--- src/rtl/game_status_ctrl.sv ---
// game_status_ctrl: snake game state, score, speed level and move tick; define GAME_HIGH_SCORE_EN for the high-score register
module game_status_ctrl #(
  parameter int POINTS_PER_FOOD = 1,
  parameter int SCORE_MAX = 9999,
  parameter int LEVEL_FOODS = 5,
  parameter int TICK_BASE = 25_000_000,
  parameter int TICK_STEP = 2_500_000
) (
  input  logic        clk,
  input  logic        reset_n,
  input  logic        btn_start,
  input  logic        btn_pause,
  input  logic        food_eaten,
  input  logic        collision,
  output logic [1:0]  game_state,
  output logic [15:0] score,
  output logic [2:0]  level,
`ifdef GAME_HIGH_SCORE_EN
  output logic [15:0] high_score,
`endif
  output logic        move_tick
);
  localparam int FW = LEVEL_FOODS > 1 ? $clog2(LEVEL_FOODS) : 1;
  typedef enum logic [1:0] {IDLE = 2'b00, RUN = 2'b01, PAUSE = 2'b10, OVER = 2'b11} state_t;
  state_t state, next_state;
  logic prev_start, prev_pause;
  logic [15:0] cur_score;
  logic [FW-1:0] food_cnt;
  logic [31:0] tick_cnt, period;
  logic [16:0] sum;
  logic start_edge, pause_edge, restart, run_go, tick_due, food_ok, food_wrap;
  assign start_edge = btn_start & ~prev_start;
  assign pause_edge = btn_pause & ~prev_pause;
  assign period = 32'(TICK_BASE) - 32'(level) * 32'(TICK_STEP);
  assign tick_due = tick_cnt >= period - 32'd1;
  assign restart = (state == IDLE || state == OVER) && next_state == RUN;
  assign run_go = state == RUN && next_state == RUN;
  assign food_ok = state == RUN && food_eaten && !collision;
  assign food_wrap = food_cnt == FW'(LEVEL_FOODS - 1);
  assign sum = {1'b0, cur_score} + 17'(POINTS_PER_FOOD);
  assign game_state = state;
  always_comb begin
    next_state = state;
    case (state)
      IDLE, OVER: next_state = start_edge ? RUN : state;
      RUN:        next_state = collision ? OVER : pause_edge ? PAUSE : RUN;
      PAUSE:      next_state = pause_edge ? RUN : PAUSE;
      default:    next_state = state;
    endcase
  end
  always_ff @(posedge clk or negedge reset_n) begin
    if (!reset_n) begin
      state <= IDLE;
      prev_start <= 1'b0;
      prev_pause <= 1'b0;
      cur_score <= '0;
      level <= '0;
      food_cnt <= '0;
      tick_cnt <= '0;
      move_tick <= 1'b0;
    end else begin
      state <= next_state;
      prev_start <= btn_start;
      prev_pause <= btn_pause;
      move_tick <= run_go && tick_due;
      if (restart) begin
        cur_score <= '0;
        level <= '0;
        food_cnt <= '0;
        tick_cnt <= '0;
      end else begin
        if (food_ok) begin
          cur_score <= sum > 17'(SCORE_MAX) ? 16'(SCORE_MAX) : sum[15:0];
          food_cnt <= food_wrap ? '0 : food_cnt + FW'(1);
          if (food_wrap && level != 3'd7) level <= level + 3'd1;
        end
        // Count is frozen across a pause and zeroed only once the game is idle/over
        tick_cnt <= run_go ? (tick_due ? '0 : tick_cnt + 32'd1) :
                    (state == RUN || state == PAUSE) ? tick_cnt : '0;
      end
    end
  end
`ifdef GAME_HIGH_SCORE_EN
  always_ff @(posedge clk or negedge reset_n) begin
    if (!reset_n) high_score <= '0;
    else if (state == RUN && next_state == OVER && cur_score > high_score) high_score <= cur_score;
  end
  assign score = state == IDLE ? high_score : cur_score;
`else
  assign score = cur_score;
`endif
endmodule
--- config.mk ---
export PLATFORM = sky130hd
export DESIGN_NAME = game_status_ctrl
export DESIGN_NICKNAME = d
export VERILOG_FILES = /design/src/rtl/game_status_ctrl.sv
export SDC_FILE = /design/constraint.sdc
export NUM_CORES = 1
export LEC_CHECK = 0
export ABC_AREA = 1
export CORE_MARGIN = 1
export CORE_UTILIZATION = 31
export CTS_BUF_LIST = sky130_fd_sc_hd__clkbuf_4 sky130_fd_sc_hd__clkbuf_8
export DETAILED_ROUTE_END_ITERATION = 12
export SLEW_MARGIN = 10
export SYNTH_ARGS = -nofsm -noshare
export SYNTH_HDL_FRONTEND = slang
export SYNTH_SLANG_ARGS = --single-unit
--- constraint.sdc ---
create_clock -name clk -period 6.28 [get_ports clk]
set_clock_uncertainty 0.2 [all_clocks]
set_input_delay 1.256 -clock clk [delete_from_list [all_inputs] [get_ports clk]]
set_output_delay 1.256 -clock clk [all_outputs]
set_load 0.02 [all_outputs]
# Word-level counts from Yosys, hierarchy flattened
# Index checks and enable logic that the tools add are counted.
# totals
regBits,59
inputBits,6
out_inout_bits,22
elab_cells,60
# classes
add_sub_neg,6
mul,1
magnitude_cmp,2
eq_ne,7
mux,18
bitwise_logic,4
n_reduce_logical,14
# ops
cell,n
32-bit 2-to-1 mux,4
16-bit 2-to-1 mux,3
"32-bit by 1-bit adder with 32-bit output, second input constant",1
32-bit greater-or-equal comparator,1
"26-bit by 2-bit subtractor with 27-bit output, second input constant",1
"25-bit by 25-bit subtractor with 26-bit output, first input constant",1
"3-bit by 17-bit multiplier with 20-bit output, second input constant",1
3-bit 2-to-1 mux,6
"16-bit by 1-bit adder with 17-bit output, second input constant",1
"17-bit by 14-bit greater-than comparator with 1-bit output, second input constant",1
2-bit 2-to-1 mux,4
"3-bit by 1-bit adder with 3-bit output, second input constant",2
1-bit logical AND,6
"3-bit != test, second input constant",2
2-bit case mux with 3 select lines,1
"2-bit by 1-bit == test with 1-bit output, second input constant",2
"2-bit == test, second input constant",2
2-bit nonzero test,2
"3-bit == test, second input constant",1
1-bit bitwise AND,2
2-bit logical NOT,1
1-bit logical OR,2
1-bit NOT,2
2-bit AND reduction,1
other kinds (2),2

# Depth between registers and ports, before layout
# Gate-level depths: netlist (run 1).
# depth
depth_word,9
mapped_depth,37
depth_no_buf,36

# Least setup slack after synthesis (run 1)
# No wires, ideal clock.
# synth_path
kind,reg2reg
startpoint,register level[0]
endpoint,register tick_cnt[17]
setup_ps,66
t_arrival_ps,4685
required_ps,6014
setup_slack_ps,1330
path_stages_with_launch,33
path_buffers,2
synth_period_minus_slack_ps,4950
cell_sequence,dfrtp_1 -> buf_2 -> inv_1 -> ha_1 -> ha_1 -> inv_1 -> fa_1 -> nand3_1 -> nand2_1 -> nand3_1 -> nor2_2 -> nand2_2 -> nor2_4 -> nand2_2 -> nor2_2 -> nand3_2 -> nor2_1 -> nor2_1 -> ha_1 -> nand2_1 -> inv_1 -> o21ai_0 -> nand2_1 -> a21oi_1 -> nand2_1 -> nand2_1 -> nand3_1 -> nand2_1 -> nand2_2 -> inv_2 -> buf_2 -> nand2_1 -> nand2_1
# synth_between
elab_chain_cells,7
# synth_rtl
item,line,rtl
"start, declared",17,"output logic [2:0] level,"
"start signal, assigned",75,if (food_wrap && level != 3'd7) level <= level + 3'd1;
3-bit by 17-bit multiplier with 20-bit output,34,assign period = 32'(TICK_BASE) - 32'(level) * 32'(TICK_STEP);
25-bit by 25-bit subtractor with 26-bit output,34,
26-bit by 2-bit subtractor with 27-bit output,35,assign tick_due = tick_cnt >= period - 32'd1;
32-bit greater-or-equal comparator,35,
32-bit 2-to-1 mux (2 in series),78,tick_cnt <= run_go ? (tick_due ? '0 : tick_cnt + 32'd1) :
32-bit 2-to-1 mux,66,if (restart) begin
"end signal, assigned",78,
"end, declared",29,"logic [31:0] tick_cnt, period;"
# Every way passes these cells.
# A chain may end at the register's enable or synchronous reset.

# Worst setup path in the final report (run 1)
# layout_path
startpoint,register level[1]
endpoint,register tick_cnt[18]
# Same word-level chain as after synthesis.

==> run summary, run 1 <==
Crit-path max FO: 16
Post-synth top area share: 0.2746
Required time of the critical path: 6.36 ns
Relative slew margins: 0.4812
WL/cell: 12.32 um
Crit Path Category: reg2reg
Mapped Area: 5376 um2
Global placer's final weighted congestion: 0.8476
Setup TNS: 0 ns
Ys async rst share: 1.000
Worst path most repeated cell: nand2_1
Synth area leaders: dfrtp_1, nand2_1, ha_1, inv_1, xor2_1
Largest family of logic cells by synthesized area: simple AND/OR/NAND/NOR gates
Cell internal pwr: 0.7243 mW
Nets@finish: 845
ANT cells: 0
Synth top cells by count: nand2_1, inv_1, dfrtp_1
Tot GR Track Use: 0.1488
Slew @ Worst Pin: 0.7782 ns
Slowest cell on crit path: dfrtp_1
Initial antenna violation count: 0
Critical Path End Type: flop
Sw Share: 0.4023
Final Slew Violations: 0
Worst stage delay on the critical path: 0.63 ns
EDFF count, synth: 0
Fin crit share: 0.8565
Logic pwr share: 0.339
Placed inst area: 5891 um2
Highest clock rate: 185.9 MHz
Synth Area in Compound Gates: 0.08215
Multiplexer share of the synthesized area: 0
Pwr dens: 198.6 nW/um2
Synthesized area per cell: 7.028 um2
Synth unique cells: 44
RSZ-0062 raised after global routing: false
Min cycle time layout: 5.379 ns
Clock group share of total power: 0.312
First-pass GRT wire length: 21.60 mm
Mapped Nets: 815
CTS tree: built
Core area: 16760 um2
Via count: 4801
Die height: 133.7 um
Leading area contributor after synthesis: dfrtp_1
Post-CTS resize count: 0
Pleak: 3.022 nW
Clk sinks: 59
Post-synthesis sequential area ratio: 0.2746
ANT nets after route: 0
Vias/cell: 4.707
Max_cap viols: 0
Adder-cell share of the synthesized area: 0.1052
CP arrival: 5.46 ns
Initial Utilization: 0.3208
Synth Flop Type: dfrtp_1
Final core utilization: 0.3642
Crit start category: flop
Worst setup margin: 0.9009 ns
Root Driver: clkbuf_8
Clk slew on worst S/H paths: 0.07 ns
Sequential power share: 0.349
GR Overflow Total: 0
DRC: 0
Die ar.: 17870 um2
Layout fillers: 1749
Share of post-route cells with drive strength above 1: 0.1150
Psw: 0.4875 mW
Number of setup violations in the final report: 0
Maximum VDD drop: 0.1856 mV
Yosys warnings: 0
Design area: 6103 um2
Clock buffer count from CTS: 9
Count leader, synth: nand2_1
Clk_lat worst skew: 0.35 ns
Clk buf depth: 2
Core Rows: 47
Drt first-iter violations: 299
Hold-fix buffers at CTS: 0
Largest net degree at the start of global routing: 60
Reg area: 1476 um2
Hold Path Class: reg2reg
IO buf count: 27
Total wire length: 12.56 mm
Synth Area in XOR/XNOR: 0.07936
HPWL Detailed: 9.357 mm
Final Hold Vio Count: 0
H-tree Lvls: 3
Synth Area in Simple Gates: 0.3798
Multi-input logic area: 3478 um2
Cells after Synth: 765
Flops & latches, synth: 59
Ports: 28
Area growth syn-to-layout: 13.52%
Drt first pass iters: 6
Die Span X: 133.7 um
DP Worst Slack: 0.9349 ns
Status: completed
Vias in the first global route: 4570
Post-CTS Setup Bufs: 0
-- area by class of cell --
type                    count  share of cell area
multi-input cells         596              0.5699
flip-flops and latches     59              0.2419
inverters                  99             0.06109
repair buffers             30             0.04715
well taps                 220             0.04510
clock buffers              12             0.02706
clock inverters             4            0.007790
-- placed cells by master (no fill, tap or decap), types with 3 or more instances in the layout --
cell	synthesis	routed
nand2_1	220	220
inv_1	93	93
dfrtp_1	59	59
nor2_1	57	56
nand3_1	50	50
ha_1	42	42
xor2_1	35	35
o21ai_0	32	32
clkdlybuf4s50_1	0	26
a21oi_1	23	23
nand4_1	20	20
nand2_2	19	19
nor3_1	15	15
clkbuf_8	0	12
nand3_2	11	11
xnor2_1	10	10
nand2_4	7	7
nor2_2	6	7
nor2_4	6	6
or2_2	4	4
o21ai_2	4	4
o21ai_1	4	4
inv_2	3	3
clkinv_2	1	3
o21bai_1	3	3
a211oi_1	3	3
nor3_2	3	3
nor4_1	3	3
buf_4	1	3
-- worst paths after layout --
kind	start	endpoint	slack, ns	cells past startpoint
min in group asynchronous	reset_n	tick_cnt[29]	0.85	2
max in group asynchronous	reset_n	food_cnt[1]	4.50	2
max reg2reg	level[1]	tick_cnt[18]	0.90	30
min	tick_cnt[3]	tick_cnt[3]	0.33	2
max	level[1]	tick_cnt[18]	0.90	30
min reg2reg	tick_cnt[3]	tick_cnt[3]	0.33	2
-- cell families after synthesis --
group / count (synthesis)
simple gates: 429
buf+inv: 110
compound gates: 76
flops: 59
xor+xnor: 47
fa+ha+maj: 44
-- state kept, by name (all words and copies together) (netlist names) --
| register | flops |
|---|---|
| prev_pause | 1 |
| game_state | 2 |
| level | 3 |
| move_tick | 1 |
| food_cnt | 3 |
| prev_start | 1 |
| tick_cnt | 32 |
| score | 16 |
-- worst max-delay path, delay by kind of cell, from the launching register on --
| kind | cells | cell delay (ns) |
|---|---|---|
| AOI/OAI and AO/OA | 2 | 0.25 |
| adders and majority gates | 4 | 1.55 |
| buffers and inverters | 4 | 0.60 |
| DFF | 1 | 0.63 |
| and+or+nand+nor | 20 | 2.02 |
-- metal layers --
metal  share of wire  vias to the layer above  track usage
li1                -                     2515            -
met1            0.49                     2218       0.1891
met2            0.48                       60       0.2555
met3           0.030                        8      0.03044
met4          0.0070                        0      0.03851
met5               0                        -            0
-- metrics by stage --
stage               instances  total power [mW]  hold slack (ns)
CTS                      1020             1.235           0.3384
floorplan                 765            0.7072           0.2746
finish                   1020             1.212           0.3314
global placement         1004            0.8428           0.3137
global route             1020             1.293           0.3799
detailed placement       1004            0.8463           0.3187
-- power by group through the flow --
| stage | registers (mW) | clock network [mW] | logic (mW) |
|---|---|---|---|
| 2_1_floorplan | 0.439 | 0 | 0.268 |
| 3_3_place_gp | 0.430 | 0 | 0.413 |
| 3_5_place_dp | 0.430 | 0 | 0.416 |
| 4_1_cts | 0.423 | 0.395 | 0.417 |
| 5_1_grt | 0.426 | 0.407 | 0.461 |
| 6_report | 0.423 | 0.378 | 0.411 |
No activity file was read; power rests on OpenSTA's default activity.
==> inputs of run 2 (changes only) <==
--- a/config.mk
+++ b/config.mk
@@ -6,11 +6,10 @@
 export NUM_CORES = 1
 export LEC_CHECK = 0
 export ABC_AREA = 1
-export CORE_MARGIN = 1
-export CORE_UTILIZATION = 31
+export CORE_MARGIN = 2
+export CORE_UTILIZATION = 29
 export CTS_BUF_LIST = sky130_fd_sc_hd__clkbuf_4 sky130_fd_sc_hd__clkbuf_8
 export DETAILED_ROUTE_END_ITERATION = 12
-export SLEW_MARGIN = 10
 export SYNTH_ARGS = -nofsm -noshare
 export SYNTH_HDL_FRONTEND = slang
 export SYNTH_SLANG_ARGS = --single-unit
==> run summary, run 2 (synthesized netlist as in run 1, its figures left out) <==
Status: completed
Crit Path Category: reg2reg
Clock buffer count from CTS: 9
Tot GR Track Use: 0.1397
Core area: 18090 um2
Cell internal pwr: 0.6864 mW
Setup TNS: 0 ns
Via count: 4718
DRC: 0
Min cycle time layout: 5.257 ns
RSZ-0062 raised after global routing: false
Most common cell after layout, fill and taps aside: nand2_1
Clk sinks: 59
Number of setup violations in the final report: 0
Cell Count, Final, Fillers Out: 1028
Crit-path max FO: 16
Area growth syn-to-layout: 13.17%
Vias in the first global route: 4618
Ports: 28
CTS tree: built
Clk slew on worst S/H paths: 0.07 ns
Required time of the critical path: 6.37 ns
Initial Utilization: 0.2973
Vias/cell: 4.589
Slowest cell on crit path: dfrtp_1
Top delay family on crit path: simple AND/OR/NAND/NOR gates
Commonest non-fill, non-tap cells in the layout: nand2_1, inv_1, dfrtp_1
DP Worst Slack: 1.041 ns
Worst setup margin: 1.023 ns
Crit start category: flop
Nets@finish: 845
Core Rows: 49
Final Slew Violations: 0
Fin crit share: 0.8372
Share of post-route cells with drive strength above 1: 0.1139
Root Driver: clkbuf_8
Highest clock rate: 190.2 MHz
GR Overflow Total: 0
Post-CTS resize count: 0
WL/cell: 12.56 um
Drt first pass iters: 7
Largest reg by FF count: tick_cnt
Worst path most repeated cell: nand2_1
Sw Share: 0.4138
Die ar.: 19640 um2
Multi-input logic area: 3478 um2
Clk_lat worst skew: 0.35 ns
Pwr dens: 192.4 nW/um2
Sequential power share: 0.363
Die Span X: 140.2 um
Final core utilization: 0.3364
Final Hold Vio Count: 0
Largest net degree at the start of global routing: 60
ANT cells: 0
Pleak: 3.012 nW
Die height: 140.2 um
HPWL Detailed: 9.735 mm
Clock group share of total power: 0.285
Critical Path End Type: flop
Drt first-iter violations: 253
Layout fillers: 1929
Initial antenna violation count: 0
Total wire length: 12.91 mm
Hold-fix buffers at CTS: 0
Buf/Inv on CP: 4
First-pass GRT wire length: 22.60 mm
Max reg flops: 32
CP arrival: 5.35 ns
Worst stage delay on the critical path: 0.61 ns
Logic pwr share: 0.352
Clk buf depth: 2
Number of cells after detailed placement: 1013
Slew @ Worst Pin: 0.7814 ns
Relative slew margins: 0.4791
Hold Path Class: reg2reg
Reg area: 1476 um2
Maximum VDD drop: 0.1301 mV
Global placer's final weighted congestion: 0.8326
Psw: 0.4845 mW
H-tree Lvls: 3
Hold_ws: 0.3228 ns
IO buf count: 27
Post-CTS Setup Bufs: 0
ANT nets after route: 0
Max_cap viols: 0
[run 2: worst register-to-register path: cells and delay by family (launching register included)]
family / cells / cell delay (ns)
and+or+nand+nor: 20 / 2.04
adders and majority gates: 4 / 1.53
DFF: 1 / 0.61
buffers and inverters: 4 / 0.58
AOI/OAI and AO/OA: 2 / 0.25
[run 2: per-stage QoR]
step	total power, mW	instance area [um2]
after floorplan	0.7072	5376
after global placement	0.8452	5902
after detailed placement	0.8448	5902
after CTS	1.188	6085
after global routing	1.259	6085
final	1.171	6085
[run 2: path summary, 6_finish.rpt]
kind / cells past startpoint / slack (ns) / startpoint / end
hold / removal: 2 / 0.32 / tick_cnt[3] / tick_cnt[3]
setup / recovery: 30 / 1.02 / level[1] / tick_cnt[22]
setup reg to reg: 30 / 1.02 / level[1] / tick_cnt[22]
min in group asynchronous: 2 / 0.86 / reset_n / tick_cnt[1]
max in group asynchronous: 2 / 4.50 / reset_n / score[10]
hold reg to reg: 2 / 0.32 / tick_cnt[3] / tick_cnt[3]
[run 2: power groups by stage]
stage | logic [mW] | registers [mW] | clock network [mW]
final | 0.412 | 0.425 | 0.334
after global routing | 0.468 | 0.429 | 0.362
after CTS | 0.415 | 0.425 | 0.348
after detailed placement | 0.413 | 0.432 | 0
after global placement | 0.413 | 0.432 | 0
after floorplan | 0.268 | 0.439 | 0
[run 2: layout make-up]
class | count | area share
Inverter | 99 | 0.06128
Clock inverter | 2 | 0.001645
Tap cell | 229 | 0.04709
Sequential cell | 59 | 0.2426
Timing Repair Buffer | 30 | 0.04730
Multi-Input combinational cell | 596 | 0.5717
Clock buffer | 13 | 0.02838
[run 2: metal layers]
layer | GRT usage | wire length [um]
met5 | 0 | 0
met4 | 0.03775 | 161
met3 | 0.02803 | 405
met2 | 0.2149 | 5650
met1 | 0.1997 | 6691
==> inputs of run 3 (changes only) <==
==> constraint.sdc (replaced) <==
create_clock -name clk -period 4.8 [get_ports clk]
set_clock_uncertainty 0.2 [all_clocks]
set_input_delay 0.96 -clock clk [delete_from_list [all_inputs] [get_ports clk]]
set_output_delay 0.96 -clock clk [all_outputs]
set_load 0.02 [all_outputs]
==> run summary, run 3 (synthesized netlist as in run 1, its figures left out) <==
Die ar.: 19640 um2
Number of setup violations in the final report: 0
Highest clock rate: 226.2 MHz
Area growth syn-to-layout: 16.57%
Hold Path Class: reg2reg
Maximum VDD drop: 0.2441 mV
Slew @ Worst Pin: 0.6483 ns
Drt first pass iters: 7
Multi-input logic area: 3517 um2
Worst flop-to-flop path endpoint: tick_cnt[1]
Vias in the first global route: 4585
Core area: 18090 um2
Relative slew margins: 0.5678
Max reg flops: 32
Min cycle time layout: 4.421 ns
Die height: 140.2 um
Placed inst area: 5963 um2
Clk_lat worst skew: 0.36 ns
ANT cells: 0
HPWL Detailed: 9.819 mm
Fin crit share: 0.9210
Ports: 28
R2R Path Start: level[1]
Die Span X: 140.2 um
Final Hold Vio Count: 0
Commonest non-fill, non-tap cells in the layout: nand2_1, inv_1, dfrtp_1
Required time of the critical path: 4.88 ns
Initial Utilization: 0.2973
H-tree Lvls: 3
GR Overflow Total: 0
Tot Pwr: 1.656 mW
Core Rows: 49
Crit-path max FO: 13
Via count: 4891
Vias/cell: 4.703
Clk sinks: 59
Initial antenna violation count: 0
WL/cell: 12.52 um
Hold path cells: 2
Crit Path Category: reg2reg
Setup TNS: 0 ns
Total wire length: 13.02 mm
Drt first-iter violations: 268
Hold EP: tick_cnt[1]
Most common cell after layout, fill and taps aside: nand2_1
Reg area: 1478 um2
Status: completed
Crit start category: flop
Worst path most repeated cell: nand2_1
Clk buf depth: 2
Share of post-route cells with drive strength above 1: 0.1356
Design area: 6267 um2
Clock buffer count from CTS: 9
Layout fillers: 1909
First-pass GRT wire length: 22.49 mm
Global placer's final weighted congestion: 0.8631
Final Slew Violations: 0
DRC: 0
Reg2Reg Depth: 30
DP Worst Slack: 0.1905 ns
Critical Path End Type: flop
CTS tree: built
Flop-to-flop setup slack: 0.38 ns
Max_cap viols: 0
Tot GR Track Use: 0.1393
CP arrival: 4.50 ns
Worst setup margin: 0.3791 ns
Hold Path Origin: tick_cnt[1]
Worst stage delay on the critical path: 0.64 ns
Clk slew on worst S/H paths: 0.07 ns
Slowest cell on crit path: fa_2
Pleak: 3.102 nW
Nets@finish: 856
Pwr dens: 264.2 nW/um2
ANT nets after route: 0
IO buf count: 27
Root Driver: clkbuf_8
Largest reg by FF count: tick_cnt
Largest net degree at the start of global routing: 33
==> run 3: power breakdown <==
group / switching, mW / internal, mW
Combinational: 0.409 / 0.152
Clock: 0.215 / 0.326
Sequential: 0.0288 / 0.526
==> run 3: how the worst max path moves through the flow <==
stage               slack (ns)     start  cells after the start      endpoint
floorplan                 0.04  level[1]                     31  tick_cnt[17]
global placement          0.25  level[0]                     31  tick_cnt[17]
detailed placement        0.19  level[1]                     30  tick_cnt[22]
CTS                       0.16  level[1]                     30  tick_cnt[22]
global route            -0.003  level[0]                     30   tick_cnt[8]
finish                    0.38  level[1]                     30   tick_cnt[1]
==> run 3: what timing repair did <==
action / CTS / global route
hold buffers: 0 / 0
setup endpoints to repair: 0 / 33
gates resized for setup: 0 / 21
setup buffers: 0 / 3
==> run 3: area by class of cell <==
type / count / area share
Inverter: 99 / 0.06069
Clock inverter: 4 / 0.01158
Multi-Input combinational cell: 596 / 0.5612
Tap cell: 229 / 0.04572
Clock buffer: 12 / 0.02535
Sequential cell: 59 / 0.2358
Timing Repair Buffer: 41 / 0.05969
==> run 3: routing by layer <==
metal / vias up / GRT usage / routed length (um) / share of wire
met5: - / 0 / 0 / 0
met4: 0 / 0.03190 / 141 / 0.011
met1: 2246 / 0.1983 / 6625 / 0.51
met2: 82 / 0.2178 / 5741 / 0.44
li1: 2548 / - / - / -
met3: 15 / 0.02803 / 513 / 0.039
==> run 3: per-stage QoR <==
| stage | utilization | hold WS [ns] | cells |
|---|---|---|---|
| 2_1_floorplan | - | 0.2746 | 765 |
| 3_3_place_gp | 0.3297 | 0.2967 | 1021 |
| 3_5_place_dp | 0.3297 | 0.3117 | 1021 |
| 4_1_cts | 0.3425 | 0.3296 | 1037 |
| 5_1_grt | 0.3465 | 0.3619 | 1040 |
| 6_report | 0.3465 | 0.3234 | 1040 |
==> run 3: worst max-delay path: cells and delay by family, from the launching register on <==
family / cells / cell delay, ns
flops: 1 / 0.39
buf+inv: 5 / 0.37
simple gates: 18 / 1.64
compound gates: 3 / 0.37
fa+ha+maj: 4 / 1.36
